### src/rtl/l1_cache_controller.sv
// L1 data cache control FSM plus CPU word-select muxes.
// Define L1_CACHE_CTRL_PERF_CNT_EN to add hit/miss counters.
module l1_cache_controller #(
   parameter int MEM_LATENCY = 10
) (
   input  logic clk,
   input  logic rst,
   input  logic cache_cs,
   input  logic cache_we,
   input  logic cache_hit,
   input  logic cache_dirty,
   output logic sram_cs,
   output logic sram_we,
   output logic stall,
   output logic mem_cs,
   output logic mem_we,
   output logic mem_wb
`ifdef L1_CACHE_CTRL_PERF_CNT_EN
   ,
   output logic [31:0] hit_cnt,
   output logic [31:0] miss_cnt
`endif
);

   localparam int CW = (MEM_LATENCY > 1) ? $clog2(MEM_LATENCY) : 1;

   typedef enum logic [1:0] {
      IDLE,
      WRITEBACK,
      ALLOCATE,
      REFILL
   } state_t;

   state_t        state, state_nx;
   logic [CW-1:0] cnt, cnt_nx;
   logic          cnt_last;
   logic          miss;

   assign cnt_last = (cnt == CW'(MEM_LATENCY - 1));
   assign miss     = (state == IDLE) & cache_cs & ~cache_hit;

   // state and transfer-cycle counter registers
   always_ff @(posedge clk or negedge rst) begin
      if (!rst) begin
         state <= IDLE;
         cnt   <= '0;
      end else begin
         state <= state_nx;
         cnt   <= cnt_nx;
      end
   end

   // next state, counter and outputs; all outputs held low during reset
   always_comb begin
      state_nx = state;
      cnt_nx   = cnt;
      sram_cs  = 1'b0;
      sram_we  = 1'b0;
      stall    = 1'b0;
      mem_cs   = 1'b0;
      mem_we   = 1'b0;
      mem_wb   = 1'b0;
      unique case (state)
         IDLE: begin
            sram_cs = cache_cs;
            if (cache_cs & cache_hit) begin
               sram_we = cache_we;
            end else if (cache_cs) begin
               stall  = 1'b1;
               cnt_nx = '0;
               state_nx = cache_dirty ? WRITEBACK : ALLOCATE;
            end
         end
         WRITEBACK: begin
            mem_cs = 1'b1;
            mem_we = 1'b1;
            mem_wb = 1'b1;
            stall  = 1'b1;
            if (cnt_last) begin
               cnt_nx   = '0;
               state_nx = ALLOCATE;
            end else begin
               cnt_nx = cnt + CW'(1);
            end
         end
         ALLOCATE: begin
            mem_cs = 1'b1;
            stall  = 1'b1;
            if (cnt_last) begin
               cnt_nx   = '0;
               state_nx = REFILL;
            end else begin
               cnt_nx = cnt + CW'(1);
            end
         end
         REFILL: begin
            sram_cs  = 1'b1;
            sram_we  = 1'b1;
            stall    = 1'b1;
            state_nx = IDLE;
         end
         default: state_nx = IDLE;
      endcase
      if (!rst) begin
         sram_cs = 1'b0;
         sram_we = 1'b0;
         stall   = 1'b0;
         mem_cs  = 1'b0;
         mem_we  = 1'b0;
         mem_wb  = 1'b0;
      end
   end

`ifdef L1_CACHE_CTRL_PERF_CNT_EN
   logic refill_done;

   // count hits (not the post-refill completion) and miss detections
   always_ff @(posedge clk or negedge rst) begin
      if (!rst) begin
         hit_cnt     <= '0;
         miss_cnt    <= '0;
         refill_done <= 1'b0;
      end else begin
         refill_done <= (state == REFILL);
         if ((state == IDLE) & cache_cs & cache_hit & ~refill_done)
            hit_cnt <= hit_cnt + 32'd1;
         if (miss)
            miss_cnt <= miss_cnt + 32'd1;
      end
   end
`else
   logic unused_miss;
   assign unused_miss = miss;
`endif

endmodule


### config.mk
export PLATFORM = sky130hd
export DESIGN_NAME = l1_cache_controller
export DESIGN_NICKNAME = d
export VERILOG_FILES = /design/src/rtl/l1_cache_controller.sv
export SDC_FILE = /design/constraint.sdc
export NUM_CORES = 1
export LEC_CHECK = 0
export BUFFER_PORTS_ARGS = -buffer_cell sky130_fd_sc_hd__buf_4
export CAP_MARGIN = 20
export CORE_AREA = 3 3 40 42
export DETAILED_ROUTE_END_ITERATION = 8
export DIE_AREA = 0 0 43 45
export GPL_TIMING_DRIVEN = 0
export PLACE_DENSITY_LB_ADDON = 0.1
export SLEW_MARGIN = 20
export SYNTH_ARGS = -nofsm -noshare
export SYNTH_HDL_FRONTEND = slang
export SYNTH_SLANG_ARGS = --single-unit
### constraint.sdc
create_clock -name clk -period 1.7 [get_ports clk]
set_input_delay 0.17 -clock clk [delete_from_list [all_inputs] [get_ports clk]]
set_output_delay 0.17 -clock clk [all_outputs]
set_load 0.02 [all_outputs]
==> results.json <==
{
  "cp-startpoint": "state[1]$_DFFE_PN0P_",
  "pwr-share-seq": 0.214,
  "required_ns": 1.53,
  "whs_ns": 0.216,
  "ant_nets": 0,
  "place_ws_ns": 0.130,
  "cp-end-kind": "output port",
  "cts_htree_levels": 1,
  "hp-class": "in2reg",
  "yosysTopAreaCell": "dfrtp_1",
  "fmax_mhz": 612,
  "gp_congestion": 0.716,
  "start_util": 0.388,
  "clk_latency_ns": 0.25,
  "clk_path_buf_depth": 2,
  "switching_power_uw": 539,
  "swShare": 0.425,
  "final.setup.worst_slack_ns": 0.0663,
  "p_int_uw": 728,
  "drive_above_1_share": 0.429,
  "drv_slew": 0,
  "grt_pass1_vias": 391,
  "critPathArrivalTime_ns": 1.46,
  "power.share.clock": 0.110,
  "grt_max_degree": 11,
  "drc": 0,
  "synth.distinct_cells": 24,
  "drtIter0Drc": 3,
  "die_x_um": 43,
  "reg2reg_depth": 5,
  "start_kind": "register",
  "status": "finished clean",
  "path_cells": "inv_2 > ha_4 > nor3b_2 > nor2b_2 > buf_6",
  "p_comb_frac": 0.676,
  "crit_type": "reg2out",
  "p_leak_nw": 0.328,
  "clockRootBuffer": "clkbuf_4",
  "fillers": 119,
  "finClkSkew_ns": 0.00267,
  "gr-total-overflow": 0,
  "die_area_sq_um": 1940,
  "cts_tree": "yes",
  "viasPerCell": 4.84,
  "grt_antenna_before_repair": 0,
  "drt-pass1-iter-count": 4,
  "grtUsageTotal": 0.120,
  "synth_area_sq_um": 498,
  "crit_path_max_fanout": 4,
  "drt-total-wl_mm": 1.01,
  "rsz0062_at_grt": "yes",
  "power.total_mw": 1.27,
  "ys_ff_latch": 6,
  "seqCellArea_sq_um": 150,
  "clkTransAtPathRegs_ns": 0.05,
  "final_util": 0.538,
  "p_per_area_nw_per_um2": 1830,
  "numCtsBuffers": 3,
  "rows": 13,
  "multiInputGateArea_sq_um": 329,
  "maxCapViolations": 0,
  "die_h_um": 45,
  "finalCritPeriodShare": 0.961,
  "synth_warnings": 0,
  "ios": 12,
  "max-vdd-ir-drop_v": 0.00104,
  "syn_avg_cell_area_sq_um": 9.96,
  "via_count": 411,
  "dp_hpwl_um": 745,
  "synth_top_area_share": 0.302,
  "yosys-top-cells-area": "dfrtp_1 (30%), ha_1 (18%), mux2i_1 (8.0%)",
  "grt_pass1_wl_mm": 1.73,
  "slew_headroom": 0.815,
  "post_dp_cell_area_sq_um": 602,
  "area_growth_pct": 38.9,
  "wl_per_cell_um": 11.9,
  "finalHoldViolations": 0,
  "synth_cells": 50,
  "finalSetupViolations": 0,
  "final_cell_area_sq_um": 692,
  "finalCriticalPeriod_ns": 1.63,
  "r2r-end": "state[1]$_DFFE_PN0P_",
  "critPathMaxStageDelay_ns": 0.40,
  "portBuffers": 11,
  "syn-num-nets": 63,
  "rrSetupSlack_ns": 0.23,
  "endpoint": "sram_we",
  "nets": 85,
  "tightestPinTransition_ns": 0.278,
  "core_area_sq_um": 1280,
  "clock_sink_count": 6,
  "crit-reg2reg-launch": "state[0]$_DFFE_PN0P_",
  "synth-seq-area-share": 0.302,
  "n_antenna_cell": 0,
  "crit_path_top_delay_cell": "dfrtp_1"
}
cell type report:
type                       instances  share of cell area
buffer                             1              0.0108
inverter                           8              0.0434
clock buffer                       3              0.0325
sequential                         6               0.217
timing repair buffer              17               0.193
multi-input combinational         35               0.476
tap                               15              0.0271
critical path: cells and delay by family (launching register included):
| kind | cells | cell delay [ns] |
|---|---|---|
| flops | 1 | 0.40 |
| simple gates | 2 | 0.36 |
| buf+inv | 2 | 0.23 |
| fa+ha+maj | 1 | 0.22 |
cells in the final DEF, fill, tap and decap left out, types with 2 or more instances in the layout:
cell type | synthesis | routed
dfrtp_1 | 6 | 6
clkbuf_4 | 0 | 3
inv_2 | 0 | 2
o22ai_1 | 2 | 2
a21oi_1 | 3 | 2
ha_1 | 7 | 6
inv_1 | 8 | 6
nand2_1 | 2 | 2
mux2i_1 | 4 | 4
and2_1 | 2 | 2
buf_4 | 1 | 16
state kept, by name, summed over array words and instances, names as in the netlist:
register and flops:
cnt 4, state 2
power groups by stage:
stage	clock, mW	sequential (mW)	combinational, mW
2_1_floorplan	0	0.255	0.540
3_3_place_gp	0	0.270	0.705
3_5_place_dp	0	0.270	0.708
4_1_cts	0.142	0.272	0.767
5_1_grt	0.151	0.281	0.961
6_report	0.140	0.271	0.856
cells in the mapped netlist (all sizes together):
master / number
a21boi: 1
a21oi: 3
a221oi: 1
a22oi: 1
and2: 2
and2b: 1
buf: 1
dfrtp: 6
ha: 7
inv: 8
mux2i: 4
nand2: 2
nand2b: 2
nand3: 1
nand3b: 1
nand4: 1
nor2b: 1
nor3b: 1
o2111ai: 1
o21ai: 1
o221ai: 1
o22ai: 2
or2: 1
cells by family (layout without fill, tap and decap cells):
family                     count (synthesis)  after routing  share of synthesized area
and+or+nand+nor                           13             13                      0.183
AOI/OAI and AO/OA                         11             11                      0.183
buffers and inverters                      9             29                     0.0754
adders and majority gates                  7              7                      0.176
DFF                                        6              6                      0.301
muxes                                      4              4                     0.0804
stage by stage:
stage          instances  setup TNS [ns]
6_report              85               0
5_1_grt               85         -0.0201
4_1_cts               80               0
3_5_place_dp          76               0
3_3_place_gp          76               0
2_1_floorplan         50               0
worst min path at each step:
stage                      endpoint  cells after the start   startpoint  slack, ns
5_1_grt        state[0]$_DFFE_PN0P_                      3  cache_dirty       0.27
3_5_place_dp     cnt[0]$_DFFE_PN0P_                      1          rst     -0.003
3_3_place_gp     cnt[0]$_DFFE_PN0P_                      1          rst     -0.002
4_1_cts        state[1]$_DFFE_PN0P_                      4  cache_dirty       0.21
2_1_floorplan    cnt[0]$_DFFE_PN0P_                      0          rst      -0.13
6_report       state[1]$_DFFE_PN0P_                      4  cache_dirty       0.22
metal layers:
layer | GRT usage | part of all wire
met5 | 0 | 0
met4 | 0.0542 | 0.013
met3 | 0.0478 | 0.059
met2 | 0.192 | 0.51
met1 | 0.144 | 0.42
what timing repair did:
| action | in CTS | in global routing |
|---|---|---|
| endpoints found under the hold margin | 6 | 0 |
| setup endpoints to repair | 2 | 1 |
| setup buffers | 0 | 5 |
| gates cloned | 0 | 0 |
| pin swaps | 1 | 2 |
| gates resized for setup | 4 | 2 |
| hold buffers | 1 | 0 |
Note: power is estimated with default switching activity, not from simulation.
